### src/rtl/data_mem_dp.sv
// Dual-port data memory with a registered read port and a hardware init sequencer.
// Optional per-word even parity with error injection: define DATA_MEM_DP_PARITY_EN.
module data_mem_dp #(
  parameter int unsigned DATA_SIZE = 8,
  parameter int unsigned ADDR_SIZE = 5,
  parameter int unsigned INIT_MODE = 1
) (
  input  logic                 clk,
  input  logic                 rstn,
  input  logic                 W_EN,
  input  logic [ADDR_SIZE-1:0] W_ADDR,
  input  logic [DATA_SIZE-1:0] W_DATA,
  input  logic                 R_EN,
  input  logic [ADDR_SIZE-1:0] R_ADDR,
  output logic [DATA_SIZE-1:0] R_DATA,
  output logic                 R_VALID,
  input  logic                 INIT_REQ,
`ifdef DATA_MEM_DP_PARITY_EN
  input  logic                 ERR_INJ,
  output logic                 PAR_ERR,
`endif
  output logic                 BUSY
);

  localparam int unsigned MEM_SIZE = 1 << ADDR_SIZE;
`ifdef DATA_MEM_DP_PARITY_EN
  localparam int unsigned WORD_W = DATA_SIZE + 1;
`else
  localparam int unsigned WORD_W = DATA_SIZE;
`endif

  localparam logic [0:0] ST_INIT  = 1'b0;
  localparam logic [0:0] ST_READY = 1'b1;

  logic [0:0]           state_q, state_d;
  logic [ADDR_SIZE-1:0] cnt_q, cnt_d;
  logic                 busy_q, busy_d;
  logic [DATA_SIZE-1:0] r_data_q, r_data_d;
  logic                 r_valid_q, r_valid_d;
`ifdef DATA_MEM_DP_PARITY_EN
  logic                 par_err_q, par_err_d;
`endif

  logic                 mem_we;
  logic [ADDR_SIZE-1:0] mem_waddr;
  logic [WORD_W-1:0]    mem_wdata;
  logic [DATA_SIZE-1:0] init_data;
  logic [WORD_W-1:0]    init_word;
  logic [WORD_W-1:0]    wr_word;
  logic [WORD_W-1:0]    rd_word;

  // Array has no reset so it can map onto block RAM.
  logic [WORD_W-1:0]    mem_q [MEM_SIZE];

  assign init_data = (INIT_MODE == 0) ? '0 : DATA_SIZE'(cnt_q);

`ifdef DATA_MEM_DP_PARITY_EN
  assign init_word = {^init_data, init_data};
  assign wr_word   = {(^W_DATA) ^ ERR_INJ, W_DATA};
`else
  assign init_word = init_data;
  assign wr_word   = W_DATA;
`endif

  // Write-first: a same-address write on this edge bypasses the array.
  assign rd_word = (W_EN && (W_ADDR == R_ADDR)) ? wr_word : mem_q[R_ADDR];

  always_comb begin
    state_d   = state_q;
    cnt_d     = cnt_q;
    r_data_d  = r_data_q;
    r_valid_d = 1'b0;
    mem_we    = 1'b0;
    mem_waddr = cnt_q;
    mem_wdata = init_word;
`ifdef DATA_MEM_DP_PARITY_EN
    par_err_d = par_err_q;
`endif
    case (state_q)
      ST_INIT: begin
        mem_we = 1'b1;
        cnt_d  = cnt_q + ADDR_SIZE'(1);
        if (&cnt_q) state_d = ST_READY;
      end
      ST_READY: begin
        if (W_EN) begin
          mem_we    = 1'b1;
          mem_waddr = W_ADDR;
          mem_wdata = wr_word;
        end
        if (R_EN) begin
          r_valid_d = 1'b1;
          r_data_d  = rd_word[DATA_SIZE-1:0];
`ifdef DATA_MEM_DP_PARITY_EN
          par_err_d = ^rd_word;
`endif
        end
        if (INIT_REQ) begin
          state_d = ST_INIT;
          cnt_d   = '0;
        end
      end
      default: begin
        state_d = ST_INIT;
        cnt_d   = '0;
      end
    endcase
    busy_d = (state_d == ST_INIT);
  end

  always_ff @(posedge clk or negedge rstn) begin
    if (!rstn) begin
      state_q   <= ST_INIT;
      cnt_q     <= '0;
      busy_q    <= 1'b1;
      r_data_q  <= '0;
      r_valid_q <= 1'b0;
`ifdef DATA_MEM_DP_PARITY_EN
      par_err_q <= 1'b0;
`endif
    end else begin
      state_q   <= state_d;
      cnt_q     <= cnt_d;
      busy_q    <= busy_d;
      r_data_q  <= r_data_d;
      r_valid_q <= r_valid_d;
`ifdef DATA_MEM_DP_PARITY_EN
      par_err_q <= par_err_d;
`endif
    end
  end

  always_ff @(posedge clk) begin
    if (mem_we) mem_q[mem_waddr] <= mem_wdata;
  end

  assign R_DATA  = r_data_q;
  assign R_VALID = r_valid_q;
  assign BUSY    = busy_q;
`ifdef DATA_MEM_DP_PARITY_EN
  assign PAR_ERR = par_err_q;
`endif

endmodule

### config.mk
export PLATFORM = sky130hd
export DESIGN_NAME = data_mem_dp
export DESIGN_NICKNAME = d
export VERILOG_FILES = /design/src/rtl/data_mem_dp.sv
export SDC_FILE = /design/constraint.sdc
export NUM_CORES = 1
export LEC_CHECK = 0
export BUFFER_PORTS_ARGS = -buffer_cell sky130_fd_sc_hd__buf_2
export CAP_MARGIN = 10
export CELL_PAD_IN_SITES_DETAIL_PLACEMENT = 1
export CELL_PAD_IN_SITES_GLOBAL_PLACEMENT = 2
export CORE_ASPECT_RATIO = 0.9
export CORE_MARGIN = 5
export CORE_UTILIZATION = 43
export DETAILED_ROUTE_END_ITERATION = 12
export GPL_TIMING_DRIVEN = 0
export PLACE_DENSITY = 0.84
export SYNTH_ARGS = -nofsm -noshare
export SYNTH_HDL_FRONTEND = slang
export SYNTH_SLANG_ARGS = --single-unit
### constraint.sdc
create_clock -name clk -period 2.3 [get_ports clk]
set_input_delay 0.115 -clock clk [delete_from_list [all_inputs] [get_ports clk]]
set_output_delay 0.115 -clock clk [all_outputs]
set_load 0.1 [all_outputs]
==> results of run 1 <==
cells in the mapped netlist, types with 10 or more instances:
cell,instances,area (um^2)
sky130_fd_sc_hd__mux4_2,27,608.1
sky130_fd_sc_hd__mux2_2,11,123.9
sky130_fd_sc_hd__a21oi_1,10,50.05
sky130_fd_sc_hd__a22o_1,13,113.9
sky130_fd_sc_hd__o21ai_0,14,70.07
sky130_fd_sc_hd__dfrtp_1,15,375.4
sky130_fd_sc_hd__nor2_1,43,161.4
sky130_fd_sc_hd__mux4_1,15,394.1
sky130_fd_sc_hd__o22ai_1,13,81.33
sky130_fd_sc_hd__mux2i_1,41,410.4
sky130_fd_sc_hd__inv_1,13,48.80
sky130_fd_sc_hd__nand2_1,38,142.6
sky130_fd_sc_hd__edfxtp_1,256,7687
sky130_fd_sc_hd__buf_2,17,85.08
power by group through the flow:
stage	combinational (mW)	sequential (mW)	clock, mW
after floorplan	1.65	7.59	0
after global placement	3.29	7.07	0
after detailed placement	3.47	7.14	0
after CTS	4.35	7.02	4.49
after global routing	4.94	7.06	4.75
final	4.77	7.01	4.46
flip-flops by register name (all words and copies together), names as in the netlist:
register / cells
BUSY: 1
R_DATA: 8
R_VALID: 1
cnt_q: 5
mem_q: 256
state_q: 1
cells by family (layout without fill, tap and decap cells):
| group | Yosys count | in the layout |
|---|---|---|
| flops | 272 | 272 |
| simple gates | 137 | 137 |
| mux | 94 | 94 |
| compound gates | 87 | 87 |
| buf+inv | 45 | 162 |
| xor+xnor | 4 | 4 |
| fa+ha+maj | 2 | 2 |
| other cells | 0 | 1 |
per-stage QoR:
stage	std cells	area, um^2	worst slack [ns]	hold WS, ns
after floorplan	641	11220	0.1562	-0.1806
final	1107	13580	0.02244	0.02300
after CTS	1090	13340	-0.1030	0.003132
after detailed placement	1018	11800	-0.5662	0.06251
after global routing	1107	13580	-0.08770	0.02780
after global placement	1018	11800	-0.4528	0.04370
layout make-up:
class / instances / area (um^2) / area share (%)
antenna: 1 / 2.502 / 0.01843
buffer: 31 / 193.9 / 1.428
clock buffer: 31 / 690.7 / 5.086
inverter: 13 / 78.83 / 0.5805
timing repair inverter: 4 / 30.03 / 0.2211
multi-input combinational: 324 / 3226 / 23.75
timing repair buffer: 65 / 640.6 / 4.718
sequential: 272 / 8089 / 59.57
clock inverter: 18 / 192.7 / 1.419
tap: 348 / 435.4 / 3.206
worst paths after layout:
path                       depth (start not counted)                     to
setup reg to reg                                   5  R_DATA[3]$_DFFE_PN0P_
hold / removal                                     3  R_DATA[6]$_DFFE_PN0P_
setup / recovery                                   5  R_DATA[3]$_DFFE_PN0P_
min in group asynchronous                          2      state_q$_DFF_PN0_
hold reg to reg                                    2  R_DATA[7]$_DFFE_PN0P_
max in group asynchronous                          2         BUSY$_DFF_PN1_
per-layer routing:
metal  GRT usage [%]  up-vias
met5               0        -
met4           7.320        2
met3           4.921       95
met2           36.11      367
met1           28.65     3552
li1                -     2776
what timing repair did:
| item | 4_1_cts | 5_1_grt |
|---|---|---|
| gates resized for setup | 89 | 10 |
| endpoints found under the setup margin | 512 | 345 |
| pin swaps | 10 | 10 |
| setup buffers | 17 | 14 |
| gates cloned | 2 | 2 |
| hold buffers | 5 | 0 |
| hold endpoints to repair | 26 | 0 |
worst max-delay path, cell delays in order (launching register included):
cell	delay (ns)
sky130_fd_sc_hd__dfrtp_1	0.49
sky130_fd_sc_hd__a21boi_1	0.22
sky130_fd_sc_hd__or3_1	0.37
sky130_fd_sc_hd__a222oi_1	0.51
sky130_fd_sc_hd__nand3_2	0.29
sky130_fd_sc_hd__o221ai_1	0.30
==> impl_metrics.env, run 1 <==
export IMPL_largest_net_degree_at_the_start_of_global_routing=33
export IMPL_period_minus_slack_ns=2.278
export IMPL_clk_latency_ns=0.54
export IMPL_core_um2=25850
export IMPL_gp_congestion=0.9093
export IMPL_synth_area_um2=11220
export IMPL_worst_setup_path_type="register to register"
export IMPL_detail_route_wirelength_met1_um=13400
export IMPL_via_per_inst=6.136
export IMPL_io_pins=33
export IMPL_post_synth_simple_gate_area_pct=5.922
export IMPL_synth_avg_cell_area_um2=17.50
export IMPL_die_y_um=163.2
export IMPL_wl_met3_um=2701
export IMPL_wl_um=33480
export IMPL_port_buffers=29
export IMPL_remaining_drc_errors=0
export IMPL_hpwl_detailed_um=20670
export IMPL_initialDrtViolationCount=759
export IMPL_syn_nets=666
export IMPL_synth_compound_gate_area_share_pct=5.554
export IMPL_dieWidth_um=180.3
export IMPL_required_ns=2.73
export IMPL_wl_per_cell_um=30.24
export IMPL_report_final_slew_viol_count=0
export IMPL_total_power_mw=16.24
export IMPL_synthMuxAreaShare_pct=13.70
export IMPL_layout_filler_cells=2367
export IMPL_post_synthesis_cell_count=641
export IMPL_cts_htree_levels=1
export IMPL_grt_overflow_total=0
export IMPL_crit_path_end_kind="register"
export IMPL_yosysWarnings=0
export IMPL_clkTransAtPathRegs_ns=0.06
export IMPL_largest_family_of_logic_cells_by_synthesized_area="multiplexers"
export IMPL_power_sequential_fraction_pct=43.2
export IMPL_layout_common_cells="sky130_fd_sc_hd__edfxtp_1, sky130_fd_sc_hd__buf_2, sky130_fd_sc_hd__mux2i_1, sky130_fd_sc_hd__nand2_1, sky130_fd_sc_hd__nor2_4"
export IMPL_syn_to_final_growth_pct=21.05
export IMPL_max_cap_viol_count=0
export IMPL_cp_arrival_ns=2.71
export IMPL_critical_path_reg2reg_startpoint="cnt_q[3]$_DFFE_PN0P_"
export IMPL_clock_sink_count=272
export IMPL_grt_pass1_vias=7020
export IMPL_floorplan_die_area_um2=29420
export IMPL_routed_top_layer="met5"
export IMPL_power_frac_comb_pct=29.4
export IMPL_grt_setup_unrepaired="yes"
export IMPL_initial_core_util_pct=43.39
export IMPL_cts_buffers_inserted=27
export IMPL_startpoint="cnt_q[3]$_DFFE_PN0P_"
export IMPL_outcome="completed"
export IMPL_nets_final=763
export IMPL_placementRows=56
export IMPL_post_route_core_utilization_pct=52.52
export IMPL_grt_first_pass_wirelength_um=47110
export IMPL_worst_hold_startpoint="W_DATA[6]"
export IMPL_dr_pass1_iters=6
export IMPL_timing_hold_violations_final=0
export IMPL_fin_tns_setup_ns=0
export IMPL_total_leakage_power_nw=4.577
export IMPL_synth_ff_latch_count=272
export IMPL_p_switching_mw=5.622
export IMPL_tritoncts="done"
export IMPL_synth_edff_count=256
export IMPL_synth_ff_type="sky130_fd_sc_hd__edfxtp_1"
export IMPL_fmax_mhz=439.1
export IMPL_track_usage_pct=21.73
export IMPL_met2RoutedLength_um=16180
export IMPL_drt_antenna_violating_nets=0
export IMPL_worst_slew_margin_rel_pct=43.16
export IMPL_cp_max_fo=8
export IMPL_synthArstFlopShare_pct=5.882
export IMPL_irDropWorstVdd_uv=787.9
export IMPL_power_report_internal_total_mw=10.61
export IMPL_ratio_of_final_minimum_period_to_clock_period_pct=99.02
export IMPL_antenna_found_initial=2
export IMPL_setup_violations_final=0
export IMPL_layout_cells_most_common="sky130_fd_sc_hd__edfxtp_1"
export IMPL_share_of_final_layout_standard_cells_stronger_than_drive_strength_1_pct=30.21
export IMPL_worst_r2r_setup_slack_ns=0.02
export IMPL_dr_total_vias=6792
export IMPL_ys_seq_area_share_pct=72.11
export IMPL_timing_critical_path_from_type="register"
export IMPL_synth_adder_area_share_pct=0.2231
export IMPL_cts_root_to_sink_buffers=3
export IMPL_max_slew_worst_pin_slew_ns=0.8499
export IMPL_timing_clock_skew_ns=0.01285
export IMPL_clock_root_buffer="sky130_fd_sc_hd__clkbuf_16"
export IMPL_synthXorXnorAreaFrac_pct=0.3123
export IMPL_power_density_cell_area_nw_per_um2=1196
export IMPL_p_clk_share_pct=27.5
export IMPL_power_share_switching_pct=34.63
export IMPL_synthDistinctLibCells=55
export IMPL_hold_class="input pin to register"
(Power assumes the default switching activity.)
==> inputs of run 2 (changes only) <==
- CAP_MARGIN: 10 -> 25
- CORE_UTILIZATION: 43 -> 47
- HOLD_SLACK_MARGIN: unset -> 0.15
- PLACE_DENSITY: 0.84 -> 0.86
- clock period: 2.3 -> 2.2 ns (I/O delays scaled with it)
==> impl_metrics.env, run 2 (same netlist as run 1, synthesis figures left out) <==
export IMPL_postPlaceCellArea_um2=11780
export IMPL_post_route_core_utilization_pct=59.30
export IMPL_io_pins=33
export IMPL_outcome="finished with violations"
export IMPL_initial_core_util_pct=47.92
export IMPL_nets_final=796
export IMPL_grt_overflow_total=0
export IMPL_startpoint="state_q$_DFF_PN0_"
export IMPL_cp_max_fo=10
export IMPL_max_slew_worst_pin_slew_ns=0.9139
export IMPL_fin_tns_setup_ns=-4.796
export IMPL_timing_hold_violations_final=0
export IMPL_layout_common_cells="sky130_fd_sc_hd__edfxtp_1, sky130_fd_sc_hd__buf_2, sky130_fd_sc_hd__buf_4, sky130_fd_sc_hd__mux2i_1, sky130_fd_sc_hd__nor2_4"
export IMPL_critical_path_reg2reg_startpoint="state_q$_DFF_PN0_"
export IMPL_gp_congestion=0.8530
export IMPL_layout_cells_most_common="sky130_fd_sc_hd__edfxtp_1"
export IMPL_dp_slack_ns=-0.7002
export IMPL_port_buffers=29
export IMPL_placed_cells=976
export IMPL_via_per_inst=6.575
export IMPL_grt_pass1_vias=7411
export IMPL_worst_setup_path_type="register to register"
export IMPL_cts_htree_levels=1
export IMPL_dr_total_vias=7186
export IMPL_required_ns=2.41
export IMPL_remaining_drc_errors=0
export IMPL_floorplan_die_area_um2=27060
export IMPL_buffers_plus_inverters_on_the_worst_setup_path=1
export IMPL_worst_hold_startpoint="W_EN"
export IMPL_power_density_cell_area_nw_per_um2=1268
export IMPL_final_cell_area_um2=13880
export IMPL_track_usage_pct=25.94
export IMPL_antenna_found_initial=0
export IMPL_wl_per_cell_um=33.56
export IMPL_timing_critical_path_max_delay_family="simple AND/OR/NAND/NOR gates"
export IMPL_violations="setup timing"
export IMPL_hold_class="input pin to register"
export IMPL_die_y_um=156.6
export IMPL_cp_slowest_stage_delay_ns=0.42
export IMPL_registers_top_by_ff_count="mem_q"
export IMPL_share_of_final_layout_standard_cells_stronger_than_drive_strength_1_pct=33.16
export IMPL_core_um2=23410
export IMPL_clock_sink_count=272
export IMPL_setup_violations_final=70
export IMPL_grt_first_pass_wirelength_um=51430
export IMPL_cts_root_to_sink_buffers=3
export IMPL_fmax_mhz=422.5
export IMPL_initialDrtViolationCount=934
export IMPL_timing_clock_skew_ns=0.03379
export IMPL_critical_path_slowest_cell="sky130_fd_sc_hd__dfrtp_1"
export IMPL_number_of_flip_flops_under_the_largest_register_name=256
export IMPL_max_cap_viol_count=0
export IMPL_dr_pass1_iters=5
export IMPL_syn_to_final_growth_pct=23.73
export IMPL_clkTransAtPathRegs_ns=0.06
export IMPL_crit_path_end_kind="register"
export IMPL_setup_slack_ns=-0.1669
export IMPL_placementRows=53
export IMPL_ratio_of_final_minimum_period_to_clock_period_pct=107.6
export IMPL_hpwl_detailed_um=20490
export IMPL_layout_filler_cells=2063
export IMPL_cp_arrival_ns=2.58
export IMPL_period_minus_slack_ns=2.367
export IMPL_irDropWorstVdd_uv=1083
export IMPL_crit_path_cell_trace="clkbuf_4 > nand2_2 > o21ai_0 > nand2_1 > nor2_4"
export IMPL_total_leakage_power_nw=4.740
export IMPL_worst_slew_margin_rel_pct=38.87
export IMPL_clock_root_buffer="sky130_fd_sc_hd__clkbuf_16"
export IMPL_dieWidth_um=172.9
export IMPL_cts_buffers_inserted=26
export IMPL_timing_critical_path_from_type="register"
export IMPL_report_final_slew_viol_count=0
export IMPL_largest_net_degree_at_the_start_of_global_routing=33
export IMPL_clk_latency_ns=0.58
export IMPL_stdcell_count=1093
export IMPL_wl_um=36680
export IMPL_drt_antenna_violating_nets=0
export IMPL_tritoncts="done"
-- run 2: changes by cell type in the layout (fill, tap and decap cells not counted), moves of 2 or more --
| cell | change |
|---|---|
| sky130_fd_sc_hd__a21oi_1 | -2 |
| sky130_fd_sc_hd__a21oi_4 | +2 |
| sky130_fd_sc_hd__buf_4 | +23 |
| sky130_fd_sc_hd__buf_6 | +2 |
| sky130_fd_sc_hd__clkbuf_4 | +2 |
| sky130_fd_sc_hd__clkinv_1 | +3 |
| sky130_fd_sc_hd__clkinv_2 | -6 |
| sky130_fd_sc_hd__dlygate4sd3_1 | +8 |
| sky130_fd_sc_hd__nand2_1 | -2 |
-- run 2: timing repair --
action,in CTS,in global routing
hold buffers,13,0
gates resized for setup,100,27
setup buffers,42,10
setup endpoints to repair,519,382
pin swaps,21,5
endpoints found under the hold margin,62,0
cloned,5,0
-- run 2: power breakdown --
part	internal [mW]	total, mW	switching, mW
clock	2.54	4.52	1.98
combinational	1.69	5.70	4.01
sequential	7.04	7.37	0.332
-- run 2: area by class of cell --
class	instances	area [um^2]	area share (%)
Timing Repair Buffer	98	915.9	6.598
Multi-Input combinational cell	324	3324	23.95
Buffer	31	201.4	1.451
Clock buffer	31	669.4	4.822
Antenna cell	1	2.502	0.01803
Timing Repair inverter	5	37.54	0.2704
Inverter	13	78.83	0.5679
Clock inverter	16	182.7	1.316
Sequential cell	272	8090	58.28
Tap cell	302	377.9	2.722
-- run 2: tightest hold or removal path, stage by stage --
cell and delay [ns]:
sky130_fd_sc_hd__buf_2 0.13, sky130_fd_sc_hd__a21boi_2 0.24, sky130_fd_sc_hd__a21oi_2 0.15, sky130_fd_sc_hd__o221ai_1 0.20
-- run 2: routing by layer --
metal	share of wire (%)	GRT usage (%)	up-vias
met1	37	33.06	3691
met5	0	0	-
li1	-	-	2852
met3	9.3	4.662	132
met2	49	44.48	511
met4	5.3	10.78	0
-- run 2: final timing paths --
kind | depth (start not counted) | slack (ns) | end
worst max-delay path | 5 | -0.17 | mem_q[30][7]$_DFFE_PP_
worst min-delay path | 4 | 0.32 | R_DATA[3]$_DFFE_PN0P_
worst max register to register | 5 | -0.17 | mem_q[30][7]$_DFFE_PP_
worst min register to register | 2 | 0.53 | R_DATA[4]$_DFFE_PN0P_
max in group asynchronous | 4 | 0.14 | cnt_q[3]$_DFFE_PN0P_
min in group asynchronous | 3 | 0.68 | BUSY$_DFF_PN1_
-- run 2: through the flow --
| step | total power, mW | hold WS, ns |
|---|---|---|
| 2_1_floorplan | 9.670 | -0.1856 |
| 3_3_place_gp | 10.86 | 0.03996 |
| 3_5_place_dp | 11.17 | 0.05454 |
| 4_1_cts | 16.97 | 0.2514 |
| 5_1_grt | 18.07 | 0.3317 |
| 6_report | 17.60 | 0.3184 |
